## src/rtl/alu_share_arb_pkg.sv

```systemverilog
// Shared constants and types for the two-port ALU share arbiter.
// Opcode codes match the shared ALU; port indices name the two requesters.
package alu_share_arb_pkg;
   localparam int XLEN      = 32;
   localparam int OP_W      = 4;
   localparam int NUM_PORTS = 2;

   localparam int PORT_EXE = 0;
   localparam int PORT_AGU = 1;

   localparam logic [OP_W-1:0] ALU_ADD   = 4'd0;
   localparam logic [OP_W-1:0] ALU_SUB   = 4'd1;
   localparam logic [OP_W-1:0] ALU_AND   = 4'd2;
   localparam logic [OP_W-1:0] ALU_OR    = 4'd3;
   localparam logic [OP_W-1:0] ALU_XOR   = 4'd4;
   localparam logic [OP_W-1:0] ALU_SLT   = 4'd5;
   localparam logic [OP_W-1:0] ALU_SLL   = 4'd6;
   localparam logic [OP_W-1:0] ALU_SLTU  = 4'd7;
   localparam logic [OP_W-1:0] ALU_SRL   = 4'd8;
   localparam logic [OP_W-1:0] ALU_SRA   = 4'd9;
   localparam logic [OP_W-1:0] ALU_COPY1 = 4'd10;
   localparam logic [OP_W-1:0] ALU_COPY2 = 4'd11;

   typedef struct packed {
      logic [XLEN-1:0] in1;
      logic [XLEN-1:0] in2;
      logic [OP_W-1:0] op;
   } alu_req_t;
endpackage

```

## src/rtl/alu_share_arb_if.sv

```systemverilog
// Request/response bundle between the two ALU requesters and the arbiter.
// Per-port vectors are packed [port][bit], so port i sits at [i*W +: W].
interface alu_share_arb_if;
   import alu_share_arb_pkg::*;

   logic [NUM_PORTS-1:0]           req_valid;
   logic [NUM_PORTS-1:0]           req_ready;
   logic [NUM_PORTS-1:0][XLEN-1:0] req_in1;
   logic [NUM_PORTS-1:0][XLEN-1:0] req_in2;
   logic [NUM_PORTS-1:0][OP_W-1:0] req_op;
   logic [NUM_PORTS-1:0]           rsp_valid;
   logic [NUM_PORTS-1:0]           rsp_ready;
   logic [XLEN-1:0]                rsp_data;

   modport master (
      output req_valid, req_in1, req_in2, req_op, rsp_ready,
      input  req_ready, rsp_valid, rsp_data
   );
   modport slave (
      input  req_valid, req_in1, req_in2, req_op, rsp_ready,
      output req_ready, rsp_valid, rsp_data
   );
endinterface

```

## src/rtl/alu_share_rr_pick.sv

```systemverilog
// Two-way grant picker. ALU_SHARE_ARB_RR_EN selects round-robin on conflict;
// without it port 0 always wins and last_gnt is ignored.
module alu_share_rr_pick (
   input  logic [1:0] req_valid,
   input  logic       last_gnt,
   input  logic       enable,
   output logic [1:0] gnt
);
`ifndef ALU_SHARE_ARB_RR_EN
   logic unused_last_gnt;
   assign unused_last_gnt = last_gnt;
`endif

   always_comb begin
      gnt = 2'b00;
      if (enable) begin
`ifdef ALU_SHARE_ARB_RR_EN
         // on conflict the port that did not win last time goes next
         if (req_valid == 2'b11) gnt = last_gnt ? 2'b01 : 2'b10;
         else                    gnt = req_valid;
`else
         if (req_valid[0])      gnt = 2'b01;
         else if (req_valid[1]) gnt = 2'b10;
`endif
      end
   end
endmodule

```

## src/rtl/alu_share_arb.sv

```systemverilog
// Time-shares one external combinational ALU between two requesters and holds
// the result in a one-entry response register. Macro: ALU_SHARE_ARB_RR_EN.
module alu_share_arb
   import alu_share_arb_pkg::*;
(
   input  logic             clk,
   input  logic             rst_n,
   alu_share_arb_if.slave   bus,
   output logic [XLEN-1:0]  alu_in1,
   output logic [XLEN-1:0]  alu_in2,
   output logic [OP_W-1:0]  alu_op,
   input  logic [XLEN-1:0]  alu_out
);
   localparam logic [0:0] ST_EMPTY = 1'b0;
   localparam logic [0:0] ST_FULL  = 1'b1;

   logic [0:0]                state;
   logic                      rsp_full;
   logic                      rsp_owner;
   logic [XLEN-1:0]           rsp_q;
   logic                      last_gnt;
   logic                      drain;
   logic                      can_accept;
   logic                      any_gnt;
   logic                      gnt_idx;
   logic [NUM_PORTS-1:0]      gnt;
   alu_req_t [NUM_PORTS-1:0]  port_req;
   alu_req_t                  sel_req;

   for (genvar i = 0; i < NUM_PORTS; i++) begin : g_port
      assign port_req[i] = '{in1: bus.req_in1[i], in2: bus.req_in2[i], op: bus.req_op[i]};
      assign bus.rsp_valid[i] = rsp_full && (rsp_owner == 1'(i));
   end

   assign rsp_full   = (state == ST_FULL);
   assign drain      = rsp_full && bus.rsp_ready[rsp_owner];
   assign can_accept = !rsp_full || drain;

   // reset also gates the picker so req_ready is low for the whole reset
   alu_share_rr_pick u_pick (
      .req_valid (bus.req_valid),
      .last_gnt  (last_gnt),
      .enable    (can_accept && rst_n),
      .gnt       (gnt)
   );

   assign any_gnt       = |gnt;
   assign gnt_idx       = gnt[1];
   assign bus.req_ready = gnt;
   assign bus.rsp_data  = rsp_q;

   // no grant leaves gnt_idx at 0, so the ALU sees port 0 and the result is dropped
   assign sel_req = port_req[gnt_idx];
   assign alu_in1 = sel_req.in1;
   assign alu_in2 = sel_req.in2;
   assign alu_op  = sel_req.op;

   always_ff @(posedge clk or negedge rst_n) begin
      if (!rst_n) begin
         state     <= ST_EMPTY;
         rsp_owner <= 1'b0;
         rsp_q     <= '0;
      end else if (any_gnt) begin
         state     <= ST_FULL;
         rsp_owner <= gnt_idx;
         rsp_q     <= alu_out;
      end else if (drain) begin
         state     <= ST_EMPTY;
      end
   end

`ifdef ALU_SHARE_ARB_RR_EN
   always_ff @(posedge clk or negedge rst_n) begin
      if (!rst_n)       last_gnt <= 1'b1;
      else if (any_gnt) last_gnt <= gnt_idx;
   end
`else
   assign last_gnt = 1'b1;
`endif
endmodule

```

## src/flat_wrapper.sv

```systemverilog
// flat-port wrapper written by rule: the top's interface ports become plain ports
module alu_share_arb_flat import alu_share_arb_pkg::*;
  (clk, rst_n, alu_in1, alu_in2, alu_op, alu_out, bus_req_valid, bus_req_in1, bus_req_in2, bus_req_op, bus_rsp_ready, bus_req_ready, bus_rsp_valid, bus_rsp_data);
  alu_share_arb_if bus_i ();
  input  logic clk;
  input  logic rst_n;
  output logic [XLEN-1:0] alu_in1;
  output logic [XLEN-1:0] alu_in2;
  output logic [OP_W-1:0] alu_op;
  input  logic [XLEN-1:0] alu_out;
  input wire logic [$bits(bus_i.req_valid)-1:0] bus_req_valid;
  input wire logic [$bits(bus_i.req_in1)-1:0] bus_req_in1;
  input wire logic [$bits(bus_i.req_in2)-1:0] bus_req_in2;
  input wire logic [$bits(bus_i.req_op)-1:0] bus_req_op;
  input wire logic [$bits(bus_i.rsp_ready)-1:0] bus_rsp_ready;
  output wire logic [$bits(bus_i.req_ready)-1:0] bus_req_ready;
  output wire logic [$bits(bus_i.rsp_valid)-1:0] bus_rsp_valid;
  output wire logic [$bits(bus_i.rsp_data)-1:0] bus_rsp_data;
  assign bus_i.req_valid = bus_req_valid;
  assign bus_i.req_in1 = bus_req_in1;
  assign bus_i.req_in2 = bus_req_in2;
  assign bus_i.req_op = bus_req_op;
  assign bus_i.rsp_ready = bus_rsp_ready;
  assign bus_req_ready = bus_i.req_ready;
  assign bus_rsp_valid = bus_i.rsp_valid;
  assign bus_rsp_data = bus_i.rsp_data;
  alu_share_arb u_core (.clk(clk), .rst_n(rst_n), .bus(bus_i), .alu_in1(alu_in1), .alu_in2(alu_in2), .alu_op(alu_op), .alu_out(alu_out));
endmodule
```

## config.mk

```make
export PLATFORM = sky130hd
export DESIGN_NAME = alu_share_arb_flat
export DESIGN_NICKNAME = d
export VERILOG_FILES = /design/src/rtl/alu_share_arb_pkg.sv /design/src/rtl/alu_share_arb_if.sv /design/src/rtl/alu_share_rr_pick.sv /design/src/rtl/alu_share_arb.sv /design/src/flat_wrapper.sv
export SDC_FILE = /design/constraint.sdc
export NUM_CORES = 1
export LEC_CHECK = 0
export ABC_AREA = 1
export ABC_CLOCK_PERIOD_IN_PS = 1900
export CORE_AREA = 5 5 119 87
export DETAILED_ROUTE_END_ITERATION = 16
export DIE_AREA = 0 0 124 92
export MAX_ROUTING_LAYER = met4
export PLACE_DENSITY = 0.82
export SYNTH_ARGS = -nofsm -noshare
export SYNTH_HDL_FRONTEND = slang
export SYNTH_SLANG_ARGS = --single-unit
export TNS_END_PERCENT = 1
```

## constraint.sdc

```tcl
create_clock -name clk -period 1.9 [get_ports clk]
set_input_delay 0.475 -clock clk [delete_from_list [all_inputs] [get_ports clk]]
set_output_delay 0.475 -clock clk [all_outputs]
set_load 0.005 [all_outputs]
```

=== Word-level counts from Yosys, hierarchy flattened ===
Index checks and enable logic that the tools add are counted.

* Reduce and logical (&&, ||, !) cells: 8
* Muxes and demuxes: 9
* $lt $le $gt $ge: 2
* Bitwise logic cells: 1

{| class="wikitable"
|+ Operators by type and width
! operator !! count
|-
| $mux 68 || 2
|-
| $mux 2 || 3
|-
| $logic_and 1x1->1 || 4
|-
| $lt 1x2->1 const B || 2
|-
| $mux 1 || 4
|-
| $reduce_bool 2->1 || 1
|-
| $reduce_or 2->1 || 1
|-
| $logic_not 1->1 || 1
|-
| $logic_or 1x1->1 || 1
|-
| $not 1->1 || 1
|}

* Logic and storage cells: 23
* Register bits after elaboration: 34
* Bits of input ports: 174
* Output and inout bits: 104

=== Depth between registers and ports, before layout ===
Gate-level depths: netlist (run 1).

* Word-level depth: 8
* Depth in mapped cells: 9
* Depth with buffers taken out: 7

=== By module ===
A second synthesis (run 1) with hierarchy kept.

* Cells, all modules: 379
* Area total of the unflattened synthesis: 2245.9 um^2

{| class="wikitable"
|+ Modules (own cells, without submodules)
! module !! cells each !! sequential area each (um^2) !! area each (um^2) !! times used
|-
| alu_share_arb || 375 || 850.8 || 2228.4 || 1
|-
| alu_share_rr_pick || 4 || 0.0 || 17.5 || 1
|}

=== Worst setup path before layout (run 1) ===
OpenSTA, ideal clock, no wires.

* Path kind: input to output
* Start point: input port bus_req_valid[0]
* End point: output port alu_in1[11]
* Path buffers: 3
* Path slack: 0.074 ns
* Data arrival time: 1.351 ns
* Data required time: 1.425 ns
* Stages: 8
* Cells stage by stage: clkbuf_1 -> nor2_1 -> nand3_2 -> inv_2 -> buf_6 -> buf_6 -> nand2_1 -> nand2_1

* Word-level cells in the longest chain between the ends: 4

{| class="wikitable"
|+ RTL lines
! element !! RTL line !! source
|-
| start, declared || flat_wrapper.sv:11 || <nowiki>input wire logic [$bits(bus_i.req_valid)-1:0] bus_req_valid;</nowiki>
|-
| $mux 2 || alu_share_rr_pick.sv:22 || <nowiki>if (req_valid[0]) gnt = 2'b01;</nowiki>
|-
| $mux 2 || alu_share_rr_pick.sv:16 || <nowiki>if (enable) begin</nowiki>
|-
| $mux 68 (implied by the code) (2 in a row) || alu_share_arb.sv:53 || <nowiki>assign sel_req = port_req[gnt_idx];</nowiki>
|-
| end, declared || flat_wrapper.sv:7 || <nowiki>output logic [XLEN-1:0] alu_in1;</nowiki>
|}

Every way passes these cells. The select of a mux whose other input is x is not followed.

=== Worst setup path after layout (run 1) ===
* Start point: register u_core.rsp_owner
* End point: output port alu_in2[11]

* Word-level cells in the longest chain between the ends: 8

{| class="wikitable"
|+ RTL lines
! element !! RTL line !! source
|-
| start, declared || alu_share_arb.sv:19 || <nowiki>logic rsp_owner;</nowiki>
|-
| start signal, assigned || alu_share_arb.sv:65 || <nowiki>rsp_owner <= gnt_idx;</nowiki>
|-
| $mux 1 (implied by the code) (2 in a row) || alu_share_arb.sv:36 || <nowiki>assign drain = rsp_full && bus.rsp_ready[rsp_owner];</nowiki>
|-
| $logic_and 1x1->1 || alu_share_arb.sv:36 ||
|-
| $logic_or 1x1->1 || alu_share_arb.sv:37 || <nowiki>assign can_accept = !rsp_full || drain;</nowiki>
|-
| $logic_and 1x1->1 || alu_share_arb.sv:43 || <nowiki>.enable (can_accept && rst_n),</nowiki>
|-
| $mux 2 || alu_share_rr_pick.sv:16 ||
|-
| $mux 68 (implied by the code) (2 in a row) || alu_share_arb.sv:53 ||
|-
| end, declared || flat_wrapper.sv:8 || <nowiki>output logic [XLEN-1:0] alu_in2;</nowiki>
|}

Every way passes these cells. The select of a mux whose other input is x is not followed.

==> results of run 1 <==
worst reg2reg max path, stage by stage (launching register included):
cell and delay, ns:
dfrtp_1 0.39, inv_1 0.06, nand2_1 0.06, nand3_2 0.09, buf_4 0.11, buf_4 0.09
buf_4 0.11, buf_8 0.21, o211ai_2 0.13, buf_4 0.23, nand2_1 0.08, nand2_1 0.05
through the flow:
stage | area [um^2] | power, mW | util, % | setup TNS (ns)
finish | 5700 | 3.68 | 63.6 | -15.81
global route | 5700 | 3.91 | 63.6 | -23.64
CTS | 5700 | 3.68 | 63.6 | -19.29
detailed placement | 5320 | 2.81 | 59.4 | -66.25
global placement | 5320 | 2.77 | 59.4 | -63.37
floorplan | 2380 | 1.56 | - | 0
cell usage after synthesis, drive strengths merged:
cell type | count | share of area (%)
inv | 5 | 0.79
buf | 20 | 4.8
nor2 | 2 | 0.31
nand2 | 274 | 43
and3 | 1 | 0.26
o2111ai | 32 | 12
dfrtp | 34 | 36
o211ai | 1 | 0.52
clkbuf | 12 | 1.9
nand3 | 2 | 0.84
registers in the layout, summed over array words and instances (netlist names):
| name | count |
|---|---|
| u_core.rsp_owner | 1 |
| u_core.bus.rsp_data | 32 |
| u_core.rsp_full | 1 |
kinds of logic (layout without fill, tap and decap cells):
kind of cell | count (synthesis) | after routing | synth area share, %
buffers and inverters | 37 | 335 | 7.50
AOI/OAI and AO/OA | 33 | 33 | 12.3
DFF | 34 | 34 | 35.7
and+or+nand+nor | 279 | 279 | 44.5
layout make-up:
class / instances / area share, %
Inverter: 5 / 0.461
Timing Repair Buffer: 322 / 53.6
Sequential cell: 34 / 14.9
Clock inverter: 2 / 0.219
Tap cell: 124 / 2.72
Clock buffer: 6 / 2.44
Multi-Input combinational cell: 312 / 25.6
power groups by stage:
stage               Sequential [mW]  Clock (mW)  Combinational [mW]
floorplan                      1.06           0               0.499
detailed placement             1.06           0                1.75
CTS                            1.06       0.823                1.80
global placement               1.05           0                1.72
global route                   1.09       0.860                1.97
finish                         1.06       0.806                1.81
what timing repair did:
item	CTS	global route
setup endpoints to repair	81	104
gates resized for setup	304	48
hold buffers	0	0
gates cloned	7	0
buffers inserted	17	3
pin swaps	10	7
worst max-delay path by stage:
stage | slack, ns | endpoint | start
2_1_floorplan | 0.07 | alu_in1[11] | bus_req_valid[0]
3_3_place_gp | -0.85 | alu_in2[21] | bus_req_valid[1]
3_5_place_dp | -0.86 | alu_in2[17] | bus_req_valid[1]
4_1_cts | -0.35 | alu_in2[24] | u_core.rsp_owner
5_1_grt | -0.44 | alu_in2[3] | u_core.rsp_owner
6_report | -0.34 | alu_in2[11] | u_core.rsp_owner
routing by layer:
metal	global-route usage (%)	part of all wire, %	up-vias
met1	28.8	38	1701
met5	-	0	-
met4	5.74	2.2	0
li1	-	-	1820
met3	5.72	8.9	28
met2	39.3	50	176
==> summary.md, run 1 <==
| Metric | Value |
|---|---|
| CP max-delay cell | `dfrtp_1` |
| Register Area | `851 um^2` |
| Vias in the first global route | `3720` |
| Sequential element share of the synthesized area | `35.7%` |
| Worst Path Required | `1.42 ns` |
| Worst R2R End | `u_core.bus.rsp_data[23]` |
| First-pass GRT wire length | `20600 um` |
| Die width | `124 um` |
| TritonCTS clock tree | `done` |
| WS Path Type | `flop to output port` |
| Status | `complete, but fails checks` |
| Initial Util | `26.6%` |
| Vias per inst | `4.63` |
| Starting DRT DRC Count | `193` |
| Core box area | `0.00896 mm^2` |
| Sw frac | `31.0%` |
| Flop pwr share | `28.8%` |
| Post-Syn Instances | `383` |
| I/O Buffers | `277` |
| Via Count | `3725` |
| P_int | `2.54 mW` |
| Row cnt | `29` |
| #FFs+latches synth | `34` |
| Combinational Power Share | `49.3%` |
| Final period util | `118%` |
| Die H | `92 um` |
| CP Cell Sequence | `nand2_1 > nand3_2 > nand3_4 > inv_8 > buf_12 > buf_6 > buf_6 > buf_16 > nand2_2 > nand2_1 > buf_2` |
| Clock latency at the later pin of the worst-skew pair | `0.27 ns` |
| R2R cell count | `11` |
| Htree depth | `2` |
| Layout area overhead | `139%` |
| Commonest non-fill, non-tap cells in the layout | `238 x nand2_1, 200 x clkdlybuf4s50_1, 55 x buf_2` |
| Non-filler cells, final | `805` |
| Post-Syn Area | `0.00238 mm^2` |
| Final Slew Violations | `0` |
| Post-DP HPWL | `10600 um` |
| Multi-input gate area | `0.00146 mm^2` |
| Worst r2r src | `u_core.rsp_owner` |
| Initial DRT Pass Iterations | `4` |
| Mapped Avg Cell Area | `6.23 um^2` |
| FILL cells | `807` |
| Critical Path AT | `1.76 ns` |
| Pre-CTS setup slack | `-0.862 ns` |
| Min setup slack post-route | `-0.338 ns` |
| Peak Freq | `447 MHz` |
| Unrepaired setup endpoints after global routing | `yes` |
| Clock power frac | `21.9%` |
| Pwr Density | `645 mW/mm^2` |
| Sink Count | `34` |
| Net switching power | `1.14 mW` |
| Routed Antenna Nets | `0` |
| Peak VDD IR | `0.597 mV` |
| CTS Buf Count | `5` |
| Boundary Pins | `278` |
| Max-slew headroom | `66.2%` |
| Worst-path fanout max | `7` |
| Total GRT Usage | `23.6%` |
| Share of cells above drive strength 1 | `24.5%` |
| ANT cells | `0` |
| Global route overflow | `0` |
| Worst setup EP type | `output port` |
| Final hold vios | `0` |
| Distinct cells, synth | `14` |
| Largest net degree at the start of global routing | `68` |
| Gpl congestion | `0.971` |
| Min-Delay Path Class | `primary input to async pin` |
| CP max stage delay | `0.39 ns` |
| Placed insts | `770` |
| Clock-pin slew on the worst setup and hold paths | `0.06 ns` |
| WL final | `14100 um` |
| Max-Cap Viols | `0` |
| Initial antenna violation count | `0` |
| Maximum buffer depth of the clock tree | `2` |
| Clock root buffer | `clkbuf_16` |
| Wire length per cell | `17.5 um` |
| WP buf/inv | `6` |
| Final setup viols | `70` |
| Least-Margin Pin Slew | `0.507 ns` |
| Clock skew | `0.00777 ns` |
| Synth Net Count | `557` |
| CP Depth | `11` |
| Setup crit start kind | `flop` |
| R2R Setup Slk | `0.15 ns` |
| Hold slack | `0.438 ns` |
| Commonest non-fill, non-tap cell in the layout | `nand2_1` |
| Die area | `0.0114 mm^2` |
| Leakage power total | `2.85 nW` |
| Detailed-route DRC error count | `0` |
| Worst path top cell family by delay | `buffers and inverters` |
| Nets | `854` |
| Yosys warning count | `0` |
| Period minus WS final | `2.24 ns` |
| Failing checks | `setup timing` |
Note: power is estimated with default switching activity, not from simulation.
==> run 2, diff against run 1 <==
- RECOVER_POWER: not set -> 50
==> summary.md, run 2 (synthesized netlist as in run 1, its figures left out) <==
| Metric | Value |
|---|---|
| Final hold vios | `0 (unchanged)` |
| Vias in the first global route | `3720 (unchanged)` |
| Share of cells above drive strength 1 | `24.4% (was 24.5%)` |
| Worst setup EP type | `output port (unchanged)` |
| Largest net degree at the start of global routing | `68 (unchanged)` |
| Die width | `124 um (unchanged)` |
| Setup crit start kind | `flop (unchanged)` |
| Final period util | `118% (about the same)` |
| Non-filler cells, final | `805 (unchanged)` |
| Initial DRT Pass Iterations | `4 (unchanged)` |
| Via Count | `3740 (was 3725)` |
| Max reg flops | `32 (unchanged)` |
| Gpl congestion | `0.971 (unchanged)` |
| Initial antenna violation count | `0 (unchanged)` |
| Die area | `0.0114 mm^2 (unchanged)` |
| Met2 Routed Length | `7120 um (unchanged)` |
| CTS Buf Count | `5 (unchanged)` |
| Sink Count | `34 (unchanged)` |
| Clock-pin slew on the worst setup and hold paths | `0.06 ns (about the same)` |
| Total GRT Usage | `23.6% (unchanged)` |
| Max-Cap Viols | `0 (unchanged)` |
| Failing checks | `setup timing (unchanged)` |
| Global route overflow | `0 (unchanged)` |
| Core box area | `0.00896 mm^2 (unchanged)` |
| Min-Delay Path Class | `primary input to async pin (unchanged)` |
| Nets | `854 (unchanged)` |
| Final setup viols | `70 (unchanged)` |
| Commonest non-fill, non-tap cells in the layout | `238 x nand2_1, 184 x clkdlybuf4s50_1, 55 x buf_2 (was 238 x nand2_1, 200 x clkdlybuf4s50_1, 55 x buf_2)` |
| Design Area, Final | `0.00570 mm^2 (about the same)` |
| Starting DRT DRC Count | `194 (was 193)` |
| Initial Util | `26.6% (unchanged)` |
| Placed insts | `770 (unchanged)` |
| FILL cells | `807 (unchanged)` |
| Leakage power total | `2.86 nW (was 2.85 nW)` |
| Row cnt | `29 (unchanged)` |
| Pre-CTS setup slack | `-0.862 ns (unchanged)` |
| Detailed-route DRC error count | `0 (unchanged)` |
| Max-slew headroom | `66.1% (was 66.2%)` |
| Period minus WS final | `2.24 ns (about the same)` |
| Clock skew | `0.00814 ns (was 0.00777 ns)` |
| Util after Layout | `63.6% (about the same)` |
| Register Area | `851 um^2 (unchanged)` |
| Least-Margin Pin Slew | `0.509 ns (was 0.507 ns)` |
| Total power | `3.63 mW (was 3.68 mW)` |
| Hold slack | `0.467 ns (was 0.438 ns)` |
| Peak Freq | `447 MHz (about the same)` |
| CP Cell Sequence | `nand2_1 > nand3_2 > nand3_4 > inv_8 > buf_12 > buf_6 > buf_6 > buf_16 > nand2_2 > nand2_1 > buf_2 (unchanged)` |
| Multi-input gate area | `0.00146 mm^2 (unchanged)` |
| Clock root buffer | `clkbuf_16 (unchanged)` |
| Maximum buffer depth of the clock tree | `2 (unchanged)` |
| Layout area overhead | `139% (about the same)` |
| Met1 WL | `5440 um (was 5420 um)` |
| # hold bufs at CTS | `0 (unchanged)` |
| DP Area | `0.00532 mm^2 (unchanged)` |
| Top routing layer in use | `met4 (unchanged)` |
| WL final | `14100 um (about the same)` |
| Pwr Density | `638 mW/mm^2 (was 645 mW/mm^2)` |
| ANT cells | `0 (unchanged)` |
| Worst Path Required | `1.42 ns (about the same)` |
| Commonest non-fill, non-tap cell in the layout | `nand2_1 (unchanged)` |
| Htree depth | `2 (unchanged)` |
| Final Slew Violations | `0 (unchanged)` |
| Routed Antenna Nets | `0 (unchanged)` |
| Peak VDD IR | `0.595 mV (was 0.597 mV)` |
| Post-DP HPWL | `10600 um (unchanged)` |
| Clock latency at the later pin of the worst-skew pair | `0.27 ns (about the same)` |
| Worst-path fanout max | `7 (unchanged)` |
| Vias per inst | `4.65 (was 4.63)` |
| Setup TNS | `-15.91 ns (was -15.81 ns)` |
| Boundary Pins | `278 (unchanged)` |
| WS Path Type | `flop to output port (unchanged)` |
| Min setup slack post-route | `-0.340 ns (was -0.338 ns)` |
| WP buf/inv | `6 (unchanged)` |
| Status | `complete, but fails checks (unchanged)` |
| Unrepaired setup endpoints after global routing | `yes (unchanged)` |
| CP max-delay cell | `dfrtp_1 (unchanged)` |
| I/O Buffers | `277 (unchanged)` |
| First-pass GRT wire length | `20600 um (unchanged)` |
| Worst path top cell family by delay | `buffers and inverters (unchanged)` |
| Critical Path AT | `1.76 ns (about the same)` |
| Die H | `92 um (unchanged)` |
| Wire length per cell | `17.5 um (about the same)` |
| CP max stage delay | `0.39 ns (about the same)` |
| TritonCTS clock tree | `done (unchanged)` |
| WL met3 | `1240 um (was 1260 um)` |
## run 2: final timing paths
kind | startpoint | end | slack [ns] | cells past startpoint
min reg2reg | u_core.bus.rsp_data[31] | u_core.bus.rsp_data[31] | 0.47 | 2
max in group asynchronous | rst_n | u_core.bus.rsp_data[29] | 1.07 | 3
max | u_core.rsp_owner | alu_in2[11] | -0.34 | 11
min in group clk | u_core.bus.rsp_data[31] | u_core.bus.rsp_data[31] | 0.47 | 2
min | rst_n | u_core.bus.rsp_data[8] | 0.47 | 3
max reg2reg | u_core.rsp_owner | u_core.bus.rsp_data[23] | 0.16 | 11
## run 2: where the power goes
group | switching, mW | internal, mW | total [mW]
registers | 0.123 | 0.928 | 1.05
logic | 0.722 | 1.05 | 1.77
clock network | 0.290 | 0.518 | 0.808
## run 2: worst register-to-register path: stages, from the launching register on
cell	delay [ns]
dfrtp_1	0.39
inv_1	0.06
nand2_1	0.06
nand3_2	0.09
buf_4	0.11
buf_4	0.09
buf_4	0.11
buf_8	0.21
o211ai_2	0.13
buf_4	0.23
nand2_1	0.08
nand2_1	0.05
## run 2: cell type report
| type | instances | area share (%) |
|---|---|---|
| Timing Repair Buffer | 322 | 53.6 |
| Multi-Input combinational cell | 312 | 25.6 |
| Sequential cell | 34 | 14.9 |
| Tap cell | 124 | 2.72 |
| Clock buffer | 6 | 2.44 |
| Inverter | 5 | 0.461 |
| Clock inverter | 2 | 0.220 |
## run 2: timing repair
action,4_1_cts,5_1_grt
cloned,7,0
pin swaps,10,7
buffers inserted,17,3
endpoints found under the setup margin,81,104
resized for setup,304,48
## run 2: metal layers
layer  up-vias  GRT usage (%)
met2       180           39.3
met3        26           5.72
met5         -              -
met4         0           5.74
met1      1714           28.8
li1       1820              -
==> run 3, diff against run 2 <==
- PLACE_DENSITY: 0.82 -> 0.81
==> summary.md, run 3 (synthesized netlist as in run 1, its figures left out) <==
| Metric | Value |
|---|---|
| WP buf/inv | `4 (was 6)` |
| Layout area overhead | `140% (was 139%)` |
| TritonCTS clock tree | `done (unchanged)` |
| Htree depth | `2 (unchanged)` |
| Final hold vios | `0 (unchanged)` |
| Pwr Density | `656 mW/mm^2 (was 638 mW/mm^2)` |
| CTS Buf Count | `5 (unchanged)` |
| Least-Margin Pin Slew | `0.509 ns (about the same)` |
| Clock skew | `0.00441 ns (was 0.00814 ns)` |
| Worst path top cell family by delay | `buffers and inverters (unchanged)` |
| Via Count | `3697 (was 3740)` |
| Max-Cap Viols | `0 (unchanged)` |
| Share of cells above drive strength 1 | `23.0% (was 24.4%)` |
| Routed Antenna Nets | `0 (unchanged)` |
| Setup TNS | `-17.23 ns (was -15.91 ns)` |
| ANT cells | `0 (unchanged)` |
| Max-slew headroom | `66.1% (about the same)` |
| Maximum buffer depth of the clock tree | `2 (unchanged)` |
| Peak Freq | `454 MHz (was 447 MHz)` |
| Clock root buffer | `clkbuf_16 (unchanged)` |
| Largest net degree at the start of global routing | `68 (unchanged)` |
| Period minus WS final | `2.20 ns (was 2.24 ns)` |
| Min setup slack post-route | `-0.305 ns (was -0.340 ns)` |
| Peak VDD IR | `0.484 mV (was 0.595 mV)` |
| Clock-pin slew on the worst setup and hold paths | `0.06 ns (about the same)` |
| Unrepaired setup endpoints after global routing | `yes (unchanged)` |
| Clock latency at the later pin of the worst-skew pair | `0.28 ns (was 0.27 ns)` |
| Final Slew Violations | `0 (unchanged)` |
| Die area | `0.0114 mm^2 (unchanged)` |
| CP max stage delay | `0.41 ns (was 0.39 ns)` |
| Max reg flops | `32 (unchanged)` |
| Worst Path Required | `1.42 ns (about the same)` |
| Global route overflow | `0 (unchanged)` |
| Vias per inst | `4.62 (was 4.65)` |
| Vias in the first global route | `3756 (was 3720)` |
| Row cnt | `29 (unchanged)` |
| Non-filler cells, final | `801 (was 805)` |
| Core box area | `0.00896 mm^2 (unchanged)` |
| Worst-path fanout max | `6 (was 7)` |
| Final setup viols | `69 (was 70)` |
| WS Path Type | `flop to output port (unchanged)` |
| Wire length per cell | `16.9 um (was 17.5 um)` |
| Post-DP HPWL | `10300 um (was 10600 um)` |
| Setup crit start kind | `flop (unchanged)` |
| Worst setup EP type | `output port (unchanged)` |
| WL final | `13600 um (was 14100 um)` |
| R2R Setup Slk | `0.19 ns (was 0.16 ns)` |
| Min-Delay Path Class | `primary input to async pin (unchanged)` |
| Final period util | `116% (was 118%)` |
| CP max-delay cell | `dfrtp_1 (unchanged)` |
| Initial antenna violation count | `0 (unchanged)` |
| Critical Path AT | `1.73 ns (was 1.76 ns)` |
| I/O Buffers | `277 (unchanged)` |
| Status | `complete, but fails checks (unchanged)` |
| Die width | `124 um (unchanged)` |
| Commonest non-fill, non-tap cells in the layout | `241 x nand2_1, 183 x clkdlybuf4s50_1, 47 x buf_2 (was 238 x nand2_1, 184 x clkdlybuf4s50_1, 55 x buf_2)` |
| Die H | `92 um (unchanged)` |
| Starting DRT DRC Count | `147 (was 194)` |
| Gpl congestion | `0.911 (was 0.971)` |
| First-pass GRT wire length | `19900 um (was 20600 um)` |
| Detailed-route DRC error count | `0 (unchanged)` |
| CP Cell Sequence | `inv_1 > nand2_2 > nand3_4 > nand3_4 > buf_12 > bufbuf_16 > nand2_1 > nand2_1 > buf_2 (was nand2_1 > nand3_2 > nand3_4 > inv_8 > buf_12 > buf_6 > buf_6 > buf_16 > nand2_2 > nand2_1 > buf_2)` |
| # hold bufs at CTS | `0 (unchanged)` |
| Placed insts | `770 (unchanged)` |
| Initial DRT Pass Iterations | `4 (unchanged)` |
| Total GRT Usage | `22.6% (was 23.6%)` |
| Boundary Pins | `278 (unchanged)` |
| Total power | `3.76 mW (was 3.63 mW)` |
| Failing checks | `setup timing (unchanged)` |
| Nets | `851 (was 854)` |
| Leakage power total | `2.86 nW (about the same)` |
| Commonest non-fill, non-tap cell in the layout | `nand2_1 (unchanged)` |
| Sink Count | `34 (unchanged)` |
| Hold slack | `0.448 ns (was 0.467 ns)` |
| Initial Util | `26.6% (unchanged)` |
run 3: cell count changes in the layout (fill, tap and decap cells not counted), sizes merged:
cell,change
clkinv,-1
bufbuf,+1
dlygate4sd2,+6
bufinv,+1
clkinvlp,-1
buf,-9
clkdlybuf4s50,-1
dlymetal6s2s,-1
dlygate4sd3,+1
run 3: what timing repair did:
action,4_1_cts,5_1_grt
resized for setup,279,59
pin swaps,6,12
setup buffers,18,2
setup endpoints to repair,90,85
gates cloned,6,1
run 3: area by class of cell:
type                    instances  area, um^2
clock buffers                   6         139
clock inverters                 1        30.0
repair buffers                319        3060
multi-input cells             312        1470
flip-flops and latches         34         851
inverters                       5        26.3
fillers                       790        3230
well taps                     124         155
run 3: worst register-to-register path, stage by stage, from the launching register on:
cell	delay, ns
dfrtp_1	0.41
inv_1	0.08
nand2_2	0.06
nand3_4	0.07
buf_4	0.11
buf_4	0.10
buf_6	0.24
o211ai_2	0.14
buf_4	0.24
nand2_1	0.09
nand2_1	0.05
run 3: final timing paths:
check | from | to | depth (start not counted)
max in group asynchronous | rst_n | u_core.bus.rsp_data[29] | 3
max | u_core.rsp_owner | alu_in2[7] | 9
min reg2reg | u_core.bus.rsp_data[21] | u_core.bus.rsp_data[21] | 2
min | rst_n | u_core.rsp_full | 3
max reg2reg | u_core.rsp_owner | u_core.bus.rsp_data[23] | 10
min in group clk | u_core.bus.rsp_data[21] | u_core.bus.rsp_data[21] | 2
run 3: metal layers:
metal,share of wire (%),vias up,routed length [um],GRT usage [%]
met5,0,-,0,-
met4,1.7,0,227,6.02
met3,9.2,21,1250,6.52
met2,50,163,6840,38.6
met1,39,1700,5240,25.8
li1,-,1813,-,-
run 3: per-stage QoR:
stage	cell area [um^2]	worst slack, ns	util (%)
floorplan	2380	0.0744	-
global placement	5350	-0.832	59.6
detailed placement	5350	-0.842	59.6
CTS	5740	-0.371	64.0
global route	5730	-0.376	63.9
finish	5730	-0.305	63.9
run 3: where the power goes:
group          internal, mW  switching [mW]
registers             0.928           0.115
clock network         0.647           0.301
logic                  1.05           0.716
